**src/rtl/fpu_result_buffer_if.sv**
```systemverilog
// Handshake bundle between FPU result producers, the result buffer and regfile writeback.
// The buffer takes the slave modport; the producer/writeback side takes master.
interface fpu_result_buffer_if #(
  parameter int DATA_W = 32,
  parameter int DEPTH  = 2,
  parameter int RD_W   = 5
);
  localparam int CNT_W = $clog2(DEPTH) + 1;

  logic              in_valid;
  logic              in_ready;
  logic [DATA_W-1:0] in_result;
  logic [RD_W-1:0]   in_rd;
  logic              in_int_dest;
  logic [4:0]        in_flags;
  logic              out_valid;
  logic              out_ready;
  logic [DATA_W-1:0] out_result;
  logic [RD_W-1:0]   out_rd;
  logic              out_int_dest;
  logic [4:0]        out_flags;
  logic [4:0]        fflags_acc;
  logic              fflags_clr;
  logic [CNT_W-1:0]  count;

  modport master (
    output in_valid, in_result, in_rd, in_int_dest, in_flags, out_ready, fflags_clr,
    input  in_ready, out_valid, out_result, out_rd, out_int_dest, out_flags, fflags_acc, count
  );

  modport slave (
    input  in_valid, in_result, in_rd, in_int_dest, in_flags, out_ready, fflags_clr,
    output in_ready, out_valid, out_result, out_rd, out_int_dest, out_flags, fflags_acc, count
  );
endinterface

```
**src/rtl/fpu_result_buffer.sv**
```systemverilog
// FPU writeback result FIFO (first-word-fall-through) with sticky fflags accumulation.
// Optional macro FPU_RESULT_BUF_X0_DROP_EN: integer writes to x0 are absorbed at the handshake.
module fpu_result_buffer #(
  parameter int DATA_W = 32,
  parameter int DEPTH  = 2,
  parameter int RD_W   = 5
) (
  input  logic                 wb_clk_i,
  input  logic                 wb_rst_i,
  fpu_result_buffer_if.slave   bus
);
  localparam int PTR_W = $clog2(DEPTH);
  localparam int CNT_W = $clog2(DEPTH) + 1;

  logic [DATA_W-1:0] res_mem_q  [DEPTH];
  logic [RD_W-1:0]   rd_mem_q   [DEPTH];
  logic              int_mem_q  [DEPTH];
  logic [4:0]        flg_mem_q  [DEPTH];

  logic [PTR_W-1:0] wr_ptr_q, wr_ptr_d;
  logic [PTR_W-1:0] rd_ptr_q, rd_ptr_d;
  logic [CNT_W-1:0] count_q, count_d;
  logic [4:0]       fflags_acc_q, fflags_acc_d;

  logic push_s, pop_s, store_s, drop_s, full_s, empty_s;
  logic [4:0] add_flags_s;

  // Handshake decode, next-state and head presentation.
  always_comb begin
    full_s   = (count_q == CNT_W'(DEPTH));
    empty_s  = (count_q == {CNT_W{1'b0}});
    // Handshakes never complete while reset is asserted.
    push_s   = bus.in_valid & ~full_s & ~wb_rst_i;
    pop_s    = bus.out_ready & ~empty_s & ~wb_rst_i;
`ifdef FPU_RESULT_BUF_X0_DROP_EN
    drop_s   = push_s & bus.in_int_dest & (bus.in_rd == {RD_W{1'b0}});
`else
    drop_s   = 1'b0;
`endif
    store_s  = push_s & ~drop_s;

    bus.in_ready  = ~full_s;
    bus.out_valid = ~empty_s;
    if (!empty_s) begin
      bus.out_result   = res_mem_q[rd_ptr_q];
      bus.out_rd       = rd_mem_q[rd_ptr_q];
      bus.out_int_dest = int_mem_q[rd_ptr_q];
      bus.out_flags    = flg_mem_q[rd_ptr_q];
    end else begin
      bus.out_result   = {DATA_W{1'b0}};
      bus.out_rd       = {RD_W{1'b0}};
      bus.out_int_dest = 1'b0;
      bus.out_flags    = 5'b00000;
    end
    bus.fflags_acc = fflags_acc_q;
    bus.count      = count_q;

    wr_ptr_d = store_s ? wr_ptr_q + PTR_W'(1) : wr_ptr_q;
    rd_ptr_d = pop_s ? rd_ptr_q + PTR_W'(1) : rd_ptr_q;

    case ({store_s, pop_s})
      2'b10:   count_d = count_q + CNT_W'(1);
      2'b01:   count_d = count_q - CNT_W'(1);
      default: count_d = count_q;
    endcase

    // Clear takes effect before this cycle's retired/dropped flags are merged.
    add_flags_s = (pop_s ? bus.out_flags : 5'b00000) | (drop_s ? bus.in_flags : 5'b00000);
    if (bus.fflags_clr) begin
      fflags_acc_d = add_flags_s;
    end else begin
      fflags_acc_d = fflags_acc_q | add_flags_s;
    end
  end

  // Control state registers.
  always_ff @(posedge wb_clk_i) begin
    if (wb_rst_i) begin
      wr_ptr_q     <= {PTR_W{1'b0}};
      rd_ptr_q     <= {PTR_W{1'b0}};
      count_q      <= {CNT_W{1'b0}};
      fflags_acc_q <= 5'b00000;
    end else begin
      wr_ptr_q     <= wr_ptr_d;
      rd_ptr_q     <= rd_ptr_d;
      count_q      <= count_d;
      fflags_acc_q <= fflags_acc_d;
    end
  end

  // Entry storage; contents are irrelevant while unoccupied so no reset.
  always_ff @(posedge wb_clk_i) begin
    if (store_s) begin
      res_mem_q[wr_ptr_q] <= bus.in_result;
      rd_mem_q[wr_ptr_q]  <= bus.in_rd;
      int_mem_q[wr_ptr_q] <= bus.in_int_dest;
      flg_mem_q[wr_ptr_q] <= bus.in_flags;
    end
  end
endmodule

```
**src/flat_wrapper.sv**
```systemverilog
// flat-port wrapper written by rule: the top's interface ports become plain ports
module fpu_result_buffer_flat 
#(
  parameter int DATA_W = 32,
  parameter int DEPTH  = 2,
  parameter int RD_W   = 5
)
  (wb_clk_i, wb_rst_i, bus_in_valid, bus_in_result, bus_in_rd, bus_in_int_dest, bus_in_flags, bus_out_ready, bus_fflags_clr, bus_in_ready, bus_out_valid, bus_out_result, bus_out_rd, bus_out_int_dest, bus_out_flags, bus_fflags_acc, bus_count);
  fpu_result_buffer_if #(.DATA_W(DATA_W), .DEPTH(DEPTH), .RD_W(RD_W)) bus_i ();
  input  logic wb_clk_i;
  input  logic wb_rst_i;
  input wire logic [$bits(bus_i.in_valid)-1:0] bus_in_valid;
  input wire logic [$bits(bus_i.in_result)-1:0] bus_in_result;
  input wire logic [$bits(bus_i.in_rd)-1:0] bus_in_rd;
  input wire logic [$bits(bus_i.in_int_dest)-1:0] bus_in_int_dest;
  input wire logic [$bits(bus_i.in_flags)-1:0] bus_in_flags;
  input wire logic [$bits(bus_i.out_ready)-1:0] bus_out_ready;
  input wire logic [$bits(bus_i.fflags_clr)-1:0] bus_fflags_clr;
  output wire logic [$bits(bus_i.in_ready)-1:0] bus_in_ready;
  output wire logic [$bits(bus_i.out_valid)-1:0] bus_out_valid;
  output wire logic [$bits(bus_i.out_result)-1:0] bus_out_result;
  output wire logic [$bits(bus_i.out_rd)-1:0] bus_out_rd;
  output wire logic [$bits(bus_i.out_int_dest)-1:0] bus_out_int_dest;
  output wire logic [$bits(bus_i.out_flags)-1:0] bus_out_flags;
  output wire logic [$bits(bus_i.fflags_acc)-1:0] bus_fflags_acc;
  output wire logic [$bits(bus_i.count)-1:0] bus_count;
  assign bus_i.in_valid = bus_in_valid;
  assign bus_i.in_result = bus_in_result;
  assign bus_i.in_rd = bus_in_rd;
  assign bus_i.in_int_dest = bus_in_int_dest;
  assign bus_i.in_flags = bus_in_flags;
  assign bus_i.out_ready = bus_out_ready;
  assign bus_i.fflags_clr = bus_fflags_clr;
  assign bus_in_ready = bus_i.in_ready;
  assign bus_out_valid = bus_i.out_valid;
  assign bus_out_result = bus_i.out_result;
  assign bus_out_rd = bus_i.out_rd;
  assign bus_out_int_dest = bus_i.out_int_dest;
  assign bus_out_flags = bus_i.out_flags;
  assign bus_fflags_acc = bus_i.fflags_acc;
  assign bus_count = bus_i.count;
  fpu_result_buffer #(.DATA_W(DATA_W), .DEPTH(DEPTH), .RD_W(RD_W)) u_core (.wb_clk_i(wb_clk_i), .wb_rst_i(wb_rst_i), .bus(bus_i));
endmodule
```
**config.mk**
```make
export PLATFORM = sky130hd
export DESIGN_NAME = fpu_result_buffer_flat
export DESIGN_NICKNAME = d
export VERILOG_FILES = /design/src/rtl/fpu_result_buffer_if.sv /design/src/rtl/fpu_result_buffer.sv /design/src/flat_wrapper.sv
export SDC_FILE = /design/constraint.sdc
export NUM_CORES = 1
export LEC_CHECK = 0
export CAP_MARGIN = 20
export CORE_UTILIZATION = 50
export CTS_BUF_LIST = sky130_fd_sc_hd__clkbuf_8
export DETAILED_ROUTE_END_ITERATION = 16
export GPL_ROUTABILITY_DRIVEN = 0
export HOLD_SLACK_MARGIN = 0.08
export PLACE_DENSITY = 0.83
export SYNTH_ARGS = -nofsm -noshare
export SYNTH_HDL_FRONTEND = slang
export SYNTH_SLANG_ARGS = --single-unit
export TNS_END_PERCENT = 20
```
**constraint.sdc**
```tcl
create_clock -name wb_clk_i -period 3.9 [get_ports wb_clk_i]
set_input_delay 0.39 -clock wb_clk_i [delete_from_list [all_inputs] [get_ports wb_clk_i]]
set_output_delay 0.39 -clock wb_clk_i [all_outputs]
set_load 0.1 [all_outputs]
```
-- After elaboration in Yosys (flattened, before gate mapping)
Memories as Yosys holds them, arrays and structs flattened. A register that Yosys moved wholly into a read port is not among the register bits.
Cells that the tools add are included.
- register bits: 9
- RAM bits: 86
- input bits: 48
- logic and storage cells: 42
- memories kept: 4
- add/subtract/negate cells: 4
- equal/unequal tests: 3
- muxes and demuxes: 17
- bitwise operators: 8
- reductions and logical operators: 2
- memories (name ; words ; width ; rd ports ; clocked after Yosys merged registers in ; write ports ; line ; RTL):
    u_core.res_mem_q ; 2 ; 32 ; 1 ; 1 ; 1 ; fpu_result_buffer.sv:15 ; logic [DATA_W-1:0] res_mem_q [DEPTH];
    u_core.flg_mem_q ; 2 ; 5 ; 1 ; 1 ; 1 ; fpu_result_buffer.sv:18 ; logic [4:0] flg_mem_q [DEPTH];
    u_core.rd_mem_q ; 2 ; 5 ; 1 ; 1 ; 1 ; fpu_result_buffer.sv:16 ; logic [RD_W-1:0] rd_mem_q [DEPTH];
    u_core.int_mem_q ; 2 ; 1 ; 1 ; 1 ; 1 ; fpu_result_buffer.sv:17 ; logic int_mem_q [DEPTH];
- operator list (operator ; count):
    two-way mux 32 bit ; 1
    two-way mux 5 bit ; 4
    two-way mux 1 bit ; 11
    OR 5 bit ; 1
    bitwise AND 1 bit ; 4
    == test 2 bit, second input constant ; 2
    one-hot mux 2 bit (2 select lines) ; 1
    inverter 1 bit ; 3
    adder 1 bit, second input constant ; 2
    adder 2 x 1 -> 2 bit, second input constant ; 1
    == test 2 x 1 -> 1 bit, second input constant ; 1
    zero test 2 bit ; 1
    nonzero test 2 bit ; 1
    subtractor 2 x 1 -> 2 bit, second input constant ; 1

-- Depth between registers and ports, before layout
Gate-level depths: netlist of the first run.
- word-level depth: 7
- gate-level depth with buffers: 7
- gate-level depth less buffers: 7

-- Worst setup path after synthesis of the first run
No wires, ideal clock.
- kind: flip-flop to flip-flop
- start: reg u_core.count_q[0], in the netlist u_core.bus.count[0]
- end: mem u_core.flg_mem_q[1][0] (enable)
- data arrival time: 3.838 ns
- data required time: 3.456 ns
- slack: -0.382 ns
- cell stages (with the launch flop): 5
- path buffers: 0
- clock period less this slack: 4.282 ns
- path through: dfxtp_1 > nor2b_1 > inv_1 > nand2b_1 > nor2_1
- word-level cells in the longest chain between the ends: 6
- ends and longest elaborated chain (item ; line ; RTL):
    start, declared ; fpu_result_buffer.sv:22 ; logic [CNT_W-1:0] count_q, count_d;
    start signal, assigned ; fpu_result_buffer.sv:81 ; count_q <= {CNT_W{1'b0}};
    start signal, assigned ; fpu_result_buffer.sv:86 ; count_q <= count_d;
    == test 2 bit ; fpu_result_buffer.sv:30 ; full_s = (count_q == CNT_W'(DEPTH));
    inverter 1 bit ; - ;
    via bus_in_ready ; flat_wrapper.sv:19 ; output wire logic [$bits(bus_i.in_ready)-1:0] bus_in_ready;
    bitwise AND 1 bit (2 in a row) ; fpu_result_buffer.sv:33 ; push_s = bus.in_valid & ~full_s & ~wb_rst_i;
    two-way mux 1 bit ; fpu_result_buffer.sv:93 ; if (store_s) begin
    two-way mux 1 bit (implied by the code) ; fpu_result_buffer.sv:97 ; flg_mem_q[wr_ptr_q] <= bus.in_flags;
    end, declared ; fpu_result_buffer.sv:18 ;
The timed path passes the listed nets, and every way through them passes these cells.

==> flow_summary.json, run 1 <==
{
  "drc": 0,
  "pre_cts_slack_ns": 1.08,
  "root_buffer": "clkbuf_8",
  "post-cts-setup-buffer-count": 0,
  "end_kind": "primary output",
  "powerDensity_mw_per_mm2": 563,
  "synth-adder-area-share_pct": 0.342,
  "critical-path-slowest-cell": "clkdlybuf4s50_1",
  "design_area_mm2": 0.00487,
  "syn_inst": 231,
  "maxCapViolations": 0,
  "rr_startpoint": "u_core.bus.count[0]",
  "start_util_pct": 52.6,
  "yosys.area_share.simple_pct": 6.74,
  "core_mm2": 0.00694,
  "antenna_found_initial": 0,
  "io_pins": 100,
  "path_clk_slew_ns": 0.09,
  "htree_levels": 3,
  "path_cells": "mux2i_1 -> nor2_1 -> clkdlybuf4s50_1",
  "worst_pin_slew_ns": 0.982,
  "grt_first_pass_wirelength_mm": 9.96,
  "routed_via_density": 4.89,
  "wl_mm": 6.44,
  "setup_viol": 0,
  "post_dp_cell_area_mm2": 0.00468,
  "clk_latency_ns": 0.35,
  "place_hpwl_mm": 4.17,
  "die-area_mm2": 0.00766,
  "antenna_cells": 0,
  "syn_area_per_cell_um2": 15.8,
  "synth.area.mux_share_pct": 11.8,
  "antenna_left": 0,
  "numCtsBuffers": 9,
  "yosysWarnings": 0,
  "cts_resized": 0,
  "whs_ns": 0.491,
  "cts_tree": "yes",
  "synth_seq_cells": 96,
  "hold_violations": 0,
  "rsz0062_at_grt": "no",
  "status": "complete, no violations",
  "ys_types": 19,
  "synth_area_mm2": 0.00365,
  "ctsHoldBuffers": 0,
  "grt_overflow_total": 0,
  "drive_above_1_share_pct": 13.0,
  "slowest_delay_ns": 1.14,
  "drt_iter0_markers": 119,
  "layout.nets": 382,
  "synth-compound-area-share_pct": 1.54,
  "p_leak_nw": 1.65,
  "fmax_ghz": 0.318,
  "synth_top_family_by_area": "multiplexers",
  "period_share_pct": 80.6,
  "wl_per_cell_um": 14.8,
  "syn-num-nets": 280,
  "path_class": "reg2out",
  "hold_start": "u_core.wr_ptr_q",
  "hold_path_class": "reg2reg",
  "slew_headroom_pct": 34.3,
  "cts.sinks": 96,
  "track_usage_pct": 17.9,
  "fin_crit_ns": 3.14,
  "grt_max_degree": 45,
  "critPathRequiredTime_ns": 3.51,
  "die_w_um": 87.5,
  "vias": 2122,
  "start_kind": "register",
  "fillers": 469,
  "critPathMaxFanout": 28,
  "fin_ws_ns": 0.758,
  "firstDrtPassIters": 4,
  "io_buffers": 99,
  "cts.path.max_buffers": 2,
  "synth_xor_area_share_pct": 0.719,
  "ys_seq_area_share_pct": 76.1,
  "tns_ns": 0,
  "core.rowCount": 30,
  "peakVddDrop_uv": 316,
  "die_h_um": 87.5,
  "finalMaxSlewViolations": 0,
  "cp_data_arrival_time_ns": 2.75,
  "fin_skew_ns": 0.00807,
  "syn2layout_area_growth_pct": 33.2,
  "first_global_vias": 2106
}
-- where the power goes --
part / leakage (nW) / switching, mW / internal [mW] / total, mW
clock: 0.0998 / 0.335 / 0.297 / 0.632
sequential: 0.871 / 0.0361 / 1.17 / 1.20
combinational: 0.677 / 0.685 / 0.219 / 0.905
-- cell usage in the layout (no fill, tap or decap), types with 3 or more instances in the layout --
master / n
edfxtp_1: 86
clkdlybuf4s50_1: 77
nor2_1: 47
mux2i_1: 43
buf_4: 24
clkbuf_8: 9
dfxtp_1: 9
inv_1: 8
nor2b_1: 6
o22ai_1: 5
clkinv_2: 3
-- flip-flops by register name, summed over array words and instances (netlist names), named ones only --
signal	cells
u_core.int_mem_q	2
u_core.bus.fflags_acc	5
u_core.res_mem_q	64
u_core.flg_mem_q	10
u_core.rd_ptr_q	1
u_core.wr_ptr_q	1
u_core.rd_mem_q	10
u_core.bus.count	2
-- critical path: cells and delay by family (launching register included) --
| kind | cells | cell delay, ns |
|---|---|---|
| muxes | 1 | 0.23 |
| DFF | 1 | 0.90 |
| and+or+nand+nor | 1 | 0.13 |
| buffers and inverters | 1 | 1.14 |
-- cell type report --
| cell class | instances | area, um2 | area share (%) |
|---|---|---|---|
| Sequential cell | 96 | 2780 | 57.2 |
| Timing Repair Buffer | 101 | 951 | 19.5 |
| Multi-Input combinational cell | 116 | 787 | 16.2 |
| Clock buffer | 9 | 124 | 2.54 |
| Tap cell | 96 | 120 | 2.47 |
| Clock inverter | 7 | 70.1 | 1.44 |
| Inverter | 9 | 33.8 | 0.694 |
-- worst paths after layout --
kind                                                to  slack (ns)  cells after the start
worst min-delay path                   u_core.wr_ptr_q        0.49                      2
worst min register to register         u_core.wr_ptr_q        0.49                      2
worst max-delay path                  bus_out_flags[3]        0.76                      3
worst max register to register  u_core.flg_mem_q[0][4]        1.79                      3
-- synthesized netlist by cell type --
library cell / n / area (um2)
a21oi_1: 2 / 10.0
buf_2: 5 / 25.0
buf_4: 2 / 15.0
buf_6: 2 / 22.5
clkbuf_1: 1 / 3.75
dfxtp_1: 10 / 200
edfxtp_1: 86 / 2580
ha_1: 1 / 12.5
inv_1: 9 / 33.8
mux2i_1: 43 / 430
nand2b_1: 2 / 12.5
nor2_1: 49 / 184
nor2b_1: 6 / 37.5
o21ai_0: 2 / 10.0
o21ai_1: 1 / 5.00
o22ai_1: 5 / 31.3
or3_1: 2 / 12.5
xnor2_1: 1 / 8.76
xor2_1: 2 / 17.5
-- metrics by stage --
step,util [%],cells,power [mW]
2_1_floorplan,-,231,1.92
3_3_place_gp,67.3,418,2.13
3_5_place_dp,67.3,418,2.14
4_1_cts,70.1,434,2.76
5_1_grt,70.1,434,2.84
6_report,70.1,434,2.74
-- layer usage --
metal  wire, um  up-vias  track usage (%)  share of wire [%]
met3        350       10             5.02                5.4
li1           -     1035                -                  -
met2       3150       67             29.6                 49
met5          0        -                0                  0
met4        105        0             7.15                1.6
met1       2830     1010             22.3                 44
-- kinds of logic after synthesis --
group           count (synthesis)
compound gates                 10
buf+inv                        19
xor+xnor                        3
fa+ha+maj                       1
mux                            43
simple gates                   59
flops                          96
(Power assumes the default switching activity.)
==> inputs of run 2 (changes only) <==
Settings changed: CORE_UTILIZATION 50 to 45, PLACE_DENSITY 0.83 to 0.78.
Clock period 3.9 ns to 2.6 ns, I/O delays scaled along.
==> run 2 against run 1 <==
Net effect: final cell count rose by 2.3%; clock power grew 44%; hold slack about the same; clock skew is 0.0014 ns lower; clock-buffer cell count stayed put; via count grew 1.1%; critical path type unchanged; largest power group unchanged.
==> flow_summary.json, run 2 (synthesis results as in run 1) <==
{
  "root_buffer": "clkbuf_8",
  "htree_levels": 3,
  "busiest_layer": "met2",
  "drive_above_1_share_pct": 22.8,
  "drc": 0,
  "finalMaxSlewViolations": 0,
  "antenna_found_initial": 0,
  "maxCapViolations": 0,
  "numCtsBuffers": 9,
  "start_kind": "register",
  "rsz0062_at_grt": "no",
  "io_pins": 100,
  "largest_reg_flops": 64,
  "start_util_pct": 46.8,
  "cts_resized": 0,
  "end_kind": "primary output",
  "fin_skew_ns": 0.00670,
  "critPathMaxFanout": 24,
  "peakVddDrop_uv": 368,
  "antenna_cells": 0,
  "fin_crit_ns": 1.96,
  "syn2layout_area_growth_pct": 41.8,
  "dp_cells": 428,
  "cts_tree": "yes",
  "core_mm2": 0.00781,
  "firstDrtPassIters": 4,
  "layout.nets": 386,
  "grt.met3_usage_pct": 3.57,
  "clk_latency_ns": 0.34,
  "path_clk_slew_ns": 0.09,
  "largestRegisters": "u_core.res_mem_q: 64 flops, u_core.flg_mem_q: 10 flops, u_core.rd_mem_q: 10 flops",
  "grt_max_degree": 44,
  "vias": 2145,
  "path_class": "reg2out",
  "hold_path_class": "in2reg",
  "grtUsageMet1_pct": 18.9,
  "final_cell_mix": "edfxtp_1 (86), nor2_1 (47), clkdlybuf4s50_1 (47)",
  "routed_via_density": 4.83,
  "status": "complete, no violations",
  "hold_violations": 0,
  "slew_headroom_pct": 62.6,
  "fmax_ghz": 0.510,
  "wl_per_cell_um": 14.8,
  "wl_mm": 6.56,
  "die-area_mm2": 0.00849,
  "powerDensity_mw_per_mm2": 820,
  "die_w_um": 92.1,
  "first_global_vias": 2137,
  "drt_iter0_markers": 70,
  "track_usage_pct": 15.9,
  "p_leak_nw": 1.81,
  "whs_ns": 0.492,
  "cts.path.max_buffers": 2,
  "core.rowCount": 32,
  "grt_first_pass_wirelength_mm": 10.0,
  "critPathRequiredTime_ns": 2.34,
  "final_common_cell": "edfxtp_1",
  "p_total_mw": 4.25,
  "antenna_left": 0,
  "cp_data_arrival_time_ns": 1.70,
  "final_cells": 444,
  "grt_overflow_total": 0,
  "worst_pin_slew_ns": 0.559,
  "io_buffers": 99,
  "largest-register": "u_core.res_mem_q",
  "ctsHoldBuffers": 0,
  "post-cts-setup-buffer-count": 0,
  "period_share_pct": 75.5,
  "place_hpwl_mm": 4.27,
  "grtUsageMet2_pct": 27.9,
  "die_h_um": 92.1,
  "cts.sinks": 96,
  "setup_viol": 0
}
## run 2: changes by cell type in the layout (fill, tap and decap cells not counted), moves of 2 or more
cell | before | now
clkinv_2 | 3 | 0
clkinvlp_4 | 1 | 3
dfxtp_2 | 1 | 3
clkdlybuf4s50_1 | 77 | 47
inv_6 | 2 | 0
buf_4 | 24 | 30
dfxtp_1 | 9 | 7
buf_12 | 0 | 28
## run 2: area by class of cell
class / instances / area, um2
clock inverters: 7 / 65.1
well taps: 102 / 128
fillers: 564 / 2620
repair buffers: 105 / 1260
flip-flops and latches: 96 / 2790
multi-input cells: 116 / 787
inverters: 9 / 37.5
clock buffers: 9 / 124
## run 2: per-layer routing
layer | up-vias | part of all wire (%)
met3 | 6 | 5.4
li1 | 1043 | -
met5 | - | 0
met1 | 1029 | 43
met2 | 67 | 50
met4 | 0 | 0.87
## run 2: path summary, 6_finish.rpt
check                           cells past startpoint                      end  slack (ns)           startpoint
worst max-delay path                                4         bus_out_flags[1]        0.64  u_core.bus.count[1]
worst min-delay path                                1  u_core.res_mem_q[0][28]        0.49    bus_in_result[28]
worst max register to register                      6      u_core.bus.count[1]        0.66  u_core.bus.count[1]
worst min register to register                      2          u_core.wr_ptr_q        0.51      u_core.wr_ptr_q
## run 2: report_power, final
part | leakage [nW] | switching (mW) | internal [mW] | total, mW
Combinational | 0.839 | 1.10 | 0.466 | 1.57
Sequential | 0.872 | 0.0253 | 1.75 | 1.78
Clock | 0.0955 | 0.471 | 0.436 | 0.907
Total | 1.81 | 1.60 | 2.66 | 4.25
## run 2: metrics by stage
| step | util, % | setup TNS [ns] | instance area (um2) | worst slack, ns |
|---|---|---|---|---|
| global route | 66.4 | 0 | 5180 | 0.517 |
| global placement | 64.0 | 0 | 4990 | 0.674 |
| finish | 66.4 | 0 | 5180 | 0.638 |
| detailed placement | 64.0 | 0 | 4990 | 0.622 |
| CTS | 66.4 | 0 | 5180 | 0.596 |
| floorplan | - | -2.03 | 3670 | -0.0517 |
## run 2: critical path, cell delays in order, from the launching register on
cell,delay [ns]
dfxtp_2,0.36
nor2_4,0.47
buf_12,0.24
nor2_1,0.10
buf_12,0.18
==> inputs of run 3 (changes only) <==
Settings changed: CORE_UTILIZATION 45 to 50, PLACE_DENSITY 0.78 to 0.83.
Clock period 2.6 ns to 1.9 ns, I/O delays scaled along.
==> run 3 against run 2 <==
Net effect: sequential power up 38%; highest routed layer unchanged; cell area rose by 7.9%; non-clock buffer count increased by 2.
==> flow_summary.json, run 3 (synthesis results as in run 1) <==
{
  "status": "complete, no violations",
  "root_buffer": "clkbuf_8",
  "antenna_left": 0,
  "peakVddDrop_uv": 693,
  "syn2layout_area_growth_pct": 53.0,
  "die_w_um": 87.5,
  "final_cells": 440,
  "post-cts-setup-buffer-count": 0,
  "maxCapViolations": 0,
  "path_buf_inv": 2,
  "drc": 0,
  "layout.nets": 388,
  "htree_levels": 3,
  "routed_via_density": 4.94,
  "worst_pin_slew_ns": 0.372,
  "multi_input_area_um2": 912,
  "die_h_um": 87.5,
  "grt_first_pass_wirelength_mm": 11.1,
  "fillers": 371,
  "vias": 2172,
  "period_share_pct": 95.2,
  "antenna_found_initial": 0,
  "io_buffers": 99,
  "largest_reg_flops": 64,
  "wl_mm": 7.05,
  "largest-register": "u_core.res_mem_q",
  "fin_skew_ns": 0.0123,
  "place_hpwl_mm": 4.89,
  "crit_top_cell": "buf_12",
  "path_cells": "buf_12 -> mux2i_1 -> nor2_2 -> buf_12",
  "clk_latency_ns": 0.36,
  "fmax_ghz": 0.553,
  "io_pins": 100,
  "cts.path.max_buffers": 2,
  "track_usage_pct": 20.1,
  "critical-path-slowest-cell": "dfxtp_2",
  "critPathMaxFanout": 25,
  "final_common_cell": "edfxtp_1",
  "start_util_pct": 52.6,
  "cts_tree": "yes",
  "seq_area_mm2": 0.00279,
  "ctsHoldBuffers": 0,
  "antenna_cells": 0,
  "largestRegisters": "u_core.res_mem_q: 64 flops, u_core.flg_mem_q: 10 flops, u_core.rd_mem_q: 10 flops",
  "end_kind": "primary output",
  "setup_viol": 0,
  "powerDensity_mw_per_mm2": 1090,
  "finalMaxSlewViolations": 0,
  "cp_top_family": "flip-flops",
  "numCtsBuffers": 9,
  "die-area_mm2": 0.00766,
  "grt_max_degree": 45,
  "slowest_delay_ns": 0.47,
  "dp_cells": 424,
  "wl_per_cell_um": 16.0,
  "cts_resized": 0,
  "path_clk_slew_ns": 0.10,
  "core.rowCount": 30,
  "path_class": "reg2out",
  "slew_headroom_pct": 74.5,
  "firstDrtPassIters": 4,
  "first_global_vias": 2237,
  "drive_above_1_share_pct": 36.3,
  "p_total_mw": 6.09,
  "hold_path_class": "in2reg",
  "core_mm2": 0.00694,
  "rsz0062_at_grt": "no",
  "grt_overflow_total": 0,
  "cp_data_arrival_time_ns": 1.62,
  "final_cell_mix": "edfxtp_1 (86), buf_12 (50), clkdlybuf4s50_1 (47)",
  "start_kind": "register",
  "cts.sinks": 96,
  "p_leak_nw": 1.88,
  "critPathRequiredTime_ns": 1.71,
  "hold_violations": 0,
  "fin_crit_ns": 1.81,
  "drt_iter0_markers": 80
}
-- run 3: cell types whose count changed in the layout (fill, tap and decap cells not counted), sizes merged --
cell and change:
bufinv -1, buf +2, inv +1
-- run 3: layout make-up --
cell class / count / share of cell area [%]
clock buffers: 9 / 2.22
clock inverters: 7 / 0.940
multi-input cells: 116 / 16.3
flip-flops and latches: 96 / 49.9
inverters: 9 / 0.738
well taps: 96 / 2.15
repair buffers: 107 / 27.7
-- run 3: layer usage --
| layer | vias to the layer above | GRT usage (%) | part of all wire, % |
|---|---|---|---|
| met5 | - | 0 | 0 |
| met1 | 1038 | 25.7 | 42 |
| met3 | 8 | 6.26 | 6.0 |
| met4 | 0 | 7.75 | 1.2 |
| met2 | 76 | 32.4 | 51 |
| li1 | 1050 | - | - |
-- run 3: metrics by stage --
step                setup slack (ns)  utilization, %  hold slack, ns  cell area [um2]  TNS, ns
global placement              0.0874            77.9           0.477             5410        0
global route                 0.00364            80.5           0.391             5590        0
detailed placement            0.0702            77.9           0.481             5410        0
floorplan                     -0.314               -           0.262             3800   -19.96
CTS                           0.0439            80.5           0.388             5590        0
finish                        0.0915            80.5           0.407             5590        0
-- run 3: report_power, final --
group          switching (mW)  internal (mW)  leakage, nW  total [mW]
Combinational            1.59          0.844        0.916        2.44
Clock                   0.718          0.490       0.0908        1.21
Sequential             0.0466           2.40        0.873        2.45
Total                    2.36           3.73         1.88        6.09
-- run 3: final timing paths --
path | start | endpoint | slack [ns] | cells past startpoint
setup / recovery | register | bus_out_result[22] | 0.09 | 4
hold / removal | bus_in_rd[1] | u_core.rd_mem_q[1][1] | 0.41 | 1
hold reg to reg | u_core.wr_ptr_q | u_core.wr_ptr_q | 0.49 | 2
setup reg to reg | u_core.bus.count[1] | u_core.bus.count[1] | 0.26 | 7
